$ cat config.mk
export PLATFORM = sky130hd
export DESIGN_NAME = mxv_engine
export DESIGN_NICKNAME = d
export VERILOG_FILES = /design/src/rtl/mxv_pkg.sv /design/src/rtl/mxv_result_fifo.sv /design/src/rtl/mxv_engine.sv
export SDC_FILE = /design/constraint.sdc
export NUM_CORES = 1
export LEC_CHECK = 0
export CAP_MARGIN = 20
export CORE_ASPECT_RATIO = 0.5
export CORE_MARGIN = 2
export CORE_UTILIZATION = 52
export DETAILED_ROUTE_END_ITERATION = 12
export PLACE_DENSITY = 0.71
export SLEW_MARGIN = 0
export SYNTH_ARGS = -nofsm -noshare
export SYNTH_HDL_FRONTEND = slang
export SYNTH_SLANG_ARGS = --single-unit
$ cat constraint.sdc
create_clock -name clk -period 22.1 [get_ports clk]
set_input_delay 6.63 -clock clk [delete_from_list [all_inputs] [get_ports clk]]
set_output_delay 6.63 -clock clk [all_outputs]
set_load 0.05 [all_outputs]
$ cat src/rtl/mxv_pkg.sv
// Shared types and sizing helpers for the matrix-vector engine.
// - state_t        : engine control states
// - acc_length()   : result width needed for a MAX_N-term dot product
// - beats_per_row(): input beats needed to carry n columns over num_pe lanes
package mxv_pkg;

  typedef enum logic [1:0] {
    IDLE,
    LOAD_V,
    LOAD_M,
    DRAIN
  } state_t;

  function automatic int acc_length(input int word_length, input int max_n);
    return 2 * word_length + $clog2(max_n);
  endfunction

  function automatic int beats_per_row(input int n, input int num_pe);
    return (n + num_pe - 1) / num_pe;
  endfunction

endpackage

$ cat src/rtl/mxv_result_fifo.sv
// Small synchronous FIFO holding finished result words.
// Ports:
//   clk, reset          : clock, asynchronous active-high reset
//   push, push_data     : write request and word (ignored while full)
//   pop, pop_data       : read request (ignored while empty), head word
//   full, empty         : occupancy flags
module mxv_result_fifo #(
  parameter int WIDTH = 21,
  parameter int DEPTH = 4
) (
  input  logic             clk,
  input  logic             reset,
  input  logic             push,
  input  logic [WIDTH-1:0] push_data,
  input  logic             pop,
  output logic [WIDTH-1:0] pop_data,
  output logic             full,
  output logic             empty
);

  localparam int AW = (DEPTH > 1) ? $clog2(DEPTH) : 1;
  localparam int CNTW = $clog2(DEPTH + 1);

  logic [WIDTH-1:0] mem_reg [DEPTH];
  logic [AW-1:0]    wr_ptr_reg;
  logic [AW-1:0]    rd_ptr_reg;
  logic [CNTW-1:0]  count_reg;
  logic             do_push;
  logic             do_pop;

  assign full     = (count_reg == CNTW'(DEPTH));
  assign empty    = (count_reg == '0);
  assign do_push  = push && !full;
  assign do_pop   = pop && !empty;
  assign pop_data = mem_reg[rd_ptr_reg];

  // Storage is cleared on reset so the head word reads as zero afterwards.
  for (genvar gi = 0; gi < DEPTH; gi++) begin : g_entry
    always_ff @(posedge clk or posedge reset) begin
      if (reset) begin
        mem_reg[gi] <= '0;
      end else if (do_push && (wr_ptr_reg == AW'(gi))) begin
        mem_reg[gi] <= push_data;
      end
    end
  end

  always_ff @(posedge clk or posedge reset) begin
    if (reset) begin
      wr_ptr_reg <= '0;
      rd_ptr_reg <= '0;
      count_reg  <= '0;
    end else begin
      if (do_push) begin
        wr_ptr_reg <= (wr_ptr_reg == AW'(DEPTH - 1)) ? '0 : wr_ptr_reg + 1'b1;
      end
      if (do_pop) begin
        rd_ptr_reg <= (rd_ptr_reg == AW'(DEPTH - 1)) ? '0 : rd_ptr_reg + 1'b1;
      end
      case ({do_push, do_pop})
        2'b10:   count_reg <= count_reg + 1'b1;
        2'b01:   count_reg <= count_reg - 1'b1;
        default: count_reg <= count_reg;
      endcase
    end
  end

endmodule

$ cat src/rtl/mxv_engine.sv
// Matrix-vector multiply engine: y = M * v for an N x N matrix, 1 <= N <= MAX_N.
// Stream order: B = ceil(N/NUM_PE) vector beats, then N*B matrix beats row-major.
// Ports:
//   clk, reset                 : clock, asynchronous active-high reset
//   start, matrix_length       : begin request and N (sampled together in IDLE)
//   in_data/in_valid/in_ready  : operand stream, lane k = in_data[k*W +: W]
//   out_data/out_valid/out_ready/out_last : result stream, out_last marks y[N-1]
//   busy                       : engine not idle
//   done                       : pulse after the final result has been consumed
//   error                      : pulse after a start with illegal N
module mxv_engine
  import mxv_pkg::*;
#(
  parameter int WORD_LENGTH  = 8,
  parameter int NUM_PE       = 4,
  parameter int MAX_N        = 16,
  parameter int ACC_LENGTH   = acc_length(WORD_LENGTH, MAX_N),
  parameter int RESULT_DEPTH = 4
) (
  input  logic                          clk,
  input  logic                          reset,
  input  logic                          start,
  input  logic [WORD_LENGTH-1:0]        matrix_length,
  input  logic [NUM_PE*WORD_LENGTH-1:0] in_data,
  input  logic                          in_valid,
  output logic                          in_ready,
  output logic [ACC_LENGTH-1:0]         out_data,
  output logic                          out_valid,
  input  logic                          out_ready,
  output logic                          out_last,
  output logic                          busy,
  output logic                          done,
  output logic                          error
);

  localparam int MAX_BEATS = beats_per_row(MAX_N, NUM_PE);
  localparam int MAX_COLS  = MAX_BEATS * NUM_PE;
  localparam int CW = (MAX_COLS > 1) ? $clog2(MAX_COLS) : 1;
  localparam int NW = CW + 1;
  localparam int BW = (MAX_BEATS > 1) ? $clog2(MAX_BEATS) : 1;
  localparam int RW = (MAX_N > 1) ? $clog2(MAX_N) : 1;

  state_t                 state_reg, state_next;
  logic [NW-1:0]          n_reg;
  logic [BW-1:0]          beat_last_reg, beat_reg;
  logic [RW-1:0]          row_last_reg, row_reg;
  logic [ACC_LENGTH-1:0]  acc_reg;
  logic [ACC_LENGTH-1:0]  sum;
  logic                   done_reg, error_reg;
  logic [WORD_LENGTH-1:0] vec_mem [MAX_COLS];

  logic [CW-1:0]            col   [NUM_PE];
  logic [2*WORD_LENGTH-1:0] prod  [NUM_PE];

  logic                  n_legal, start_ok, accept, beat_end, row_end;
  logic                  fifo_full, fifo_empty, fifo_push, fifo_pop;
  logic [ACC_LENGTH:0]   push_data, pop_data;

  assign n_legal  = (matrix_length != '0) && (int'(matrix_length) <= MAX_N);
  assign start_ok = start && (state_reg == IDLE) && n_legal;
  // Stall on any full FIFO, not only before row-final beats, to keep the gate simple.
  assign in_ready = ((state_reg == LOAD_V) || (state_reg == LOAD_M)) && !fifo_full;
  assign accept   = in_valid && in_ready;
  assign beat_end = (beat_reg == beat_last_reg);
  assign row_end  = (row_reg == row_last_reg);

  // Lanes: column index per lane, columns beyond N contribute nothing.
  for (genvar gi = 0; gi < NUM_PE; gi++) begin : g_lane
    assign col[gi]  = CW'(int'(beat_reg) * NUM_PE + gi);
    assign prod[gi] = ({1'b0, col[gi]} < n_reg)
                    ? in_data[gi*WORD_LENGTH +: WORD_LENGTH] * vec_mem[col[gi]]
                    : '0;
  end

  // Adder tree over the lane products; wraps modulo 2^ACC_LENGTH.
  always_comb begin
    sum = '0;
    for (int k = 0; k < NUM_PE; k++) begin
      sum = sum + ACC_LENGTH'(prod[k]);
    end
  end

  // Vector store: entry j is only ever fed by lane j%NUM_PE on beat j/NUM_PE.
  for (genvar gi = 0; gi < MAX_COLS; gi++) begin : g_vec
    always_ff @(posedge clk or posedge reset) begin
      if (reset) begin
        vec_mem[gi] <= '0;
      end else if (accept && (state_reg == LOAD_V) && (beat_reg == BW'(gi / NUM_PE))
                   && (NW'(gi) < n_reg)) begin
        vec_mem[gi] <= in_data[(gi % NUM_PE)*WORD_LENGTH +: WORD_LENGTH];
      end
    end
  end

  always_comb begin
    state_next = state_reg;
    case (state_reg)
      IDLE:    if (start_ok) state_next = LOAD_V;
      LOAD_V:  if (accept && beat_end) state_next = LOAD_M;
      LOAD_M:  if (accept && beat_end && row_end) state_next = DRAIN;
      // The entry tagged last is always the final one, so popping it empties the FIFO.
      DRAIN:   if (fifo_pop && pop_data[ACC_LENGTH]) state_next = IDLE;
      default: state_next = IDLE;
    endcase
  end

  always_ff @(posedge clk or posedge reset) begin
    if (reset) begin
      state_reg     <= IDLE;
      n_reg         <= '0;
      beat_last_reg <= '0;
      row_last_reg  <= '0;
      beat_reg      <= '0;
      row_reg       <= '0;
      acc_reg       <= '0;
      done_reg      <= 1'b0;
      error_reg     <= 1'b0;
    end else begin
      state_reg <= state_next;
      done_reg  <= (state_reg == DRAIN) && (state_next == IDLE);
      error_reg <= start && (state_reg == IDLE) && !n_legal;
      if (start_ok) begin
        n_reg         <= NW'(matrix_length);
        beat_last_reg <= BW'(beats_per_row(int'(matrix_length), NUM_PE) - 1);
        row_last_reg  <= RW'(int'(matrix_length) - 1);
        beat_reg      <= '0;
        row_reg       <= '0;
        acc_reg       <= '0;
      end else if (accept) begin
        beat_reg <= beat_end ? '0 : beat_reg + 1'b1;
        if (state_reg == LOAD_M) begin
          acc_reg <= beat_end ? '0 : acc_reg + sum;
          if (beat_end) begin
            row_reg <= row_end ? '0 : row_reg + 1'b1;
          end
        end
      end
    end
  end

  assign fifo_push = accept && (state_reg == LOAD_M) && beat_end;
  assign push_data = {row_end, acc_reg + sum};
  assign fifo_pop  = out_valid && out_ready;

  mxv_result_fifo #(
    .WIDTH (ACC_LENGTH + 1),
    .DEPTH (RESULT_DEPTH)
  ) u_fifo (
    .clk       (clk),
    .reset     (reset),
    .push      (fifo_push),
    .push_data (push_data),
    .pop       (fifo_pop),
    .pop_data  (pop_data),
    .full      (fifo_full),
    .empty     (fifo_empty)
  );

  assign out_valid = !fifo_empty;
  assign out_data  = pop_data[ACC_LENGTH-1:0];
  assign out_last  = pop_data[ACC_LENGTH];
  assign busy      = (state_reg != IDLE);
  assign done      = done_reg;
  assign error     = error_reg;

endmodule
# == Yosys cells after proc, flatten, opt, wreduce, memory -nomap -nowiden ==
# Cells that the tools add are included.
# totals
ff_bits,260
in_bits,45
output_inout_bits,26
wordCells,198
# op_classes
add_sub_neg,18
n_mul,4
n_lt_le_gt_ge,26
eq_ne,15
mux,39
bitwise,6
reduce_logical,58
# op_table
op,count
$bmux W8 S4,4
$mux W20,4
$mul A8 B8 Y16,4
$mux W16,4
$mux W8,8
$bmux W21 S2,1
$mux W21,2
$logic_and A1 B1 Y1,40
$lt A4 B5 Y1 const A,8
$add A20 B19 Y20,1
$ge A5 B5 Y1 const B,4
$lt A3 B5 Y1 const A,4
$lt A4 B5 Y1,4
$mux W4,5
$not A4 Y5,4
$add A18 B16 Y19,1
$add A17 B16 Y18,1
$mux W2,9
$add A16 B16 Y17,1
$eq A2 B2 Y1 const B,8
$lt A1 B5 Y1 const A,2
$lt A2 B5 Y1 const A,2
$reduce_bool A2 Y1,5
$sub A9 B1 Y10 const B,1
other kinds (27),39

# == Depth between registers and ports, before layout ==
# logic_depth
ltp_word,15
mapped_depth,34
depth_no_buf,30

# == By module ==
# From an unflattened synthesis, not the netlist that was laid out.
# hier_totals
hier_cells,2063
area_unflattened_um2,22386.5
# modules_own_cells
module,instances,cells_per_inst,area_each_um2,seq_area_each_um2
mxv_engine,1,1817,18293.8,4204.0
mxv_result_fifo,1,246,4092.7,2277.2

# == Worst setup path before layout ==
# OpenSTA, ideal clock, no wires.
# synth_timing
kind,input port to flip-flop
from,input in_data[18]
to,register u_fifo.mem_reg[18] (netlist name)
setup_ns,0.069
arrival_time_ns,13.697
path_slack_ns,8.335
path_stages,30
path_buffers,2
path_cell_list,clkbuf_1 > and2_1 > fa_1 > inv_1 > fa_1 > inv_1 > fa_1 > inv_1 > fa_1 > inv_1 > ha_1 > o21a_1 > o21a_1 > and3_1 > a21oi_1 > nor3_1 > a311o_1 > fa_1 > fa_1 > inv_1 > fa_1 > inv_1 > ha_1 > clkbuf_1 > o21a_1 > o21ai_0 > nand2_1 > o21ai_0 > or4_1 > nand3_1
# synth_between
elab_chain_len,5
# synth_lines
item,line,source
start: declaration,mxv_engine.sv:24,"input logic [NUM_PE*WORD_LENGTH-1:0] in_data,"
$mul A8 B8 Y16,mxv_engine.sv:71,? in_data[gi*WORD_LENGTH +: WORD_LENGTH] * vec_mem[col[gi]]
$mux W16,mxv_engine.sv:71,
$add A17 B16 Y18,mxv_engine.sv:79,sum = sum + ACC_LENGTH'(prod[k]);
$add A18 B16 Y19,mxv_engine.sv:79,
$add A20 B19 Y20,mxv_engine.sv:142,"assign push_data = {row_end, acc_reg + sum};"
end signal: indexed assignment,mxv_result_fifo.sv:43,mem_reg[gi] <= push_data;
end: declaration,mxv_result_fifo.sv:24,logic [WIDTH-1:0] mem_reg [DEPTH];
# No other way between the ends.
# A chain may end at the register's enable or synchronous reset.

# == Final worst setup path ==
# layout_timing
from,input in_data[18]
to,register u_fifo.mem_reg[19] (netlist name)
# The elaborated chain is that of the path after synthesis.

==> impl_metrics.yaml <==
outcome:
  status: "finished clean"
logic_synthesis:
  synth_edf_count: 0
  ys_async_sr_fraction: 1.00
  ys_ff_latch: 259
  ys_seq_area_frac: 0.290
  syn_area_per_cell_um2: 10.2
  synth-main-ff-cell: "dfrtp_1"
  ys_types: 67
  netlist_instances: 2187
  synth_nets: 2612
  syn_area_um2: 22400
  yosys_warnings: 0
grt:
  grt_pass1_vias: 15800
  antenna_found_initial: 0
  busiest_layer: "met2"
  overflow: 0
  grt.met2_usage: 0.369
  grt_pass1_wl_um: 85200
  met3_usage: 0.0481
  gr-usage-all-layers: 0.239
  grt_max_degree: 127
  met1_usage: 0.353
worst_setup_path:
  cp-start-kind: "input pin"
  critPathKind: "in -> reg"
  cp_slowest_cell: "clkdlybuf4s50_1"
  crit_required_ns: 22.56
  cpPeakStageDelay_ns: 0.63
  end_kind: "register"
  arrival_ns: 14.69
  crit_family: "adder cells"
  cp.buffers_inverters: 8
  critPathMaxFanout: 12
cts:
  cts_buffer_depth: 3
  cts_setup_buffers: 0
  cts-root-buf: "clkbuf_16"
  h-tree-depth: 1
  cts_tree: "yes"
  cts.sinks: 259
  cts-resized-gates: 0
  insertion_delay_ns: 0.60
  numCtsBuffers: 26
  hold_buffers: 0
  clk_pin_slew_ns: 0.06
final_layout:
  fillers: 3580
  final_common_cell: "inv_1"
  final_cell_mix: "inv_1, nand2_1, dfrtp_1"
  antenna_cells: 0
  drive_gt1_frac: 0.126
  area_growth_pct: 9.54
  largest_reg_flops: 128
  final_nets: 2642
  utilization: 0.580
floorplanning:
  die_h_um: 151
  start_util: 0.530
  rows: 53
  core_area_um2: 42200
  io_pins: 71
  die-width_um: 297
  die_area_um2: 44800
timing:
  fin_ws_ns: 7.87
  fmax_mhz: 70.3
  slew-limit-headroom: 0.287
  finalMaxSlewViolations: 0
  hold_slack_ns: 0.475
  min_period_ns: 14.23
  finalSetupViolations: 0
  worstMarginPinSlew_ns: 1.07
  hold_viol: 0
  rsz0062_at_grt: "false"
  finalCritPeriodShare: 0.644
  fin_setup_tns_ns: 0
  clock_skew_ns: 0.0499
placed_design:
  post-place-ws_ns: 7.34
  place_congestion: 0.905
  port_buffers: 70
  dpl.hpwl_um: 38400
power:
  ir_drop_mv: 0.196
  leakage_nw: 12.7
  power_mw: 3.37
  power.density_nw_per_um2: 138
flow_run:
  maxCapViolCount: 0
route:
  drc_errors: 0
  viasPerCell: 5.56
  first_iter_violations: 1057
  totalWireLength_um: 51200
  wire_per_inst_um: 18.2
  ant_nets: 0
  vias: 15600
  dr.pass1.iters: 5
min_path:
  min_path_type: "reg -> reg"
==> synthesized netlist by cell type, types with 24 or more instances <==
cell type | count | area, µm²
o21ai_0 | 82 | 410
a21oi_1 | 50 | 250
dfrtp_1 | 259 | 6480
nand3_1 | 24 | 120
ha_1 | 188 | 2350
nand2_1 | 285 | 1070
nor2_1 | 63 | 236
inv_1 | 298 | 1120
fa_1 | 192 | 3840
clkbuf_1 | 64 | 240
a21o_1 | 34 | 255
and2_1 | 186 | 1160
xnor2_1 | 42 | 368
mux2_2 | 148 | 1670
mux4_2 | 53 | 1190
==> logic make-up after synthesis <==
| family | share of synthesized area |
|---|---|
| muxes | 0.132 |
| buffers and inverters | 0.0651 |
| adders and majority gates | 0.277 |
| xor gates and xnor gates | 0.0231 |
| AOI/OAI and AO/OA | 0.0773 |
| and+or+nand+nor | 0.136 |
| DFF | 0.290 |
==> layer usage <==
layer / share of wire / vias up
li1: - / 7258
met3: 0.060 / 63
met4: 0.019 / 0
met1: 0.48 / 7974
met2: 0.44 / 335
met5: 0 / -
==> layout make-up <==
class / instances / area, µm² / share of cell area
clock buffers: 38 / 766 / 0.0312
well taps: 577 / 722 / 0.0294
clock inverters: 8 / 139 / 0.00566
multi-input cells: 1546 / 14400 / 0.589
inverters: 299 / 1130 / 0.0461
flip-flops and latches: 259 / 6480 / 0.264
repair buffers: 85 / 833 / 0.0340
==> path summary, 6_finish.rpt <==
kind | from | to | slack, ns | depth (start not counted)
max | in_data[18] | u_fifo.mem_reg[19] | 7.87 | 28
min | u_fifo.mem_reg[69] | u_fifo.mem_reg[69] | 0.47 | 2
max reg2reg | beat_reg[0] | u_fifo.mem_reg[19] | 12.93 | 29
min reg2reg | u_fifo.mem_reg[69] | u_fifo.mem_reg[69] | 0.47 | 2
max in group asynchronous | reset | vec_mem[12] | 13.21 | 4
min in group asynchronous | reset | done | 6.57 | 2
==> through the flow <==
step / instance area, µm² / instances
6_report: 24500 / 2812
5_1_grt: 24500 / 2812
4_1_cts: 24500 / 2811
3_5_place_dp: 23600 / 2765
3_3_place_gp: 23600 / 2765
2_1_floorplan: 22400 / 2187
==> worst min-delay path, stage by stage (launching register included) <==
cell and delay, ns:
dfrtp_1 0.34, nand2_1 0.05, nand2_1 0.05
==> report_power, final <==
part	internal, mW	total [mW]	switching, mW	leakage [nW]
combinational	0.827	2.30	1.47	8.74
clock	0.267	0.472	0.205	0.443
sequential	0.545	0.600	0.0550	3.56
Power figures use the tool's default switching activity.
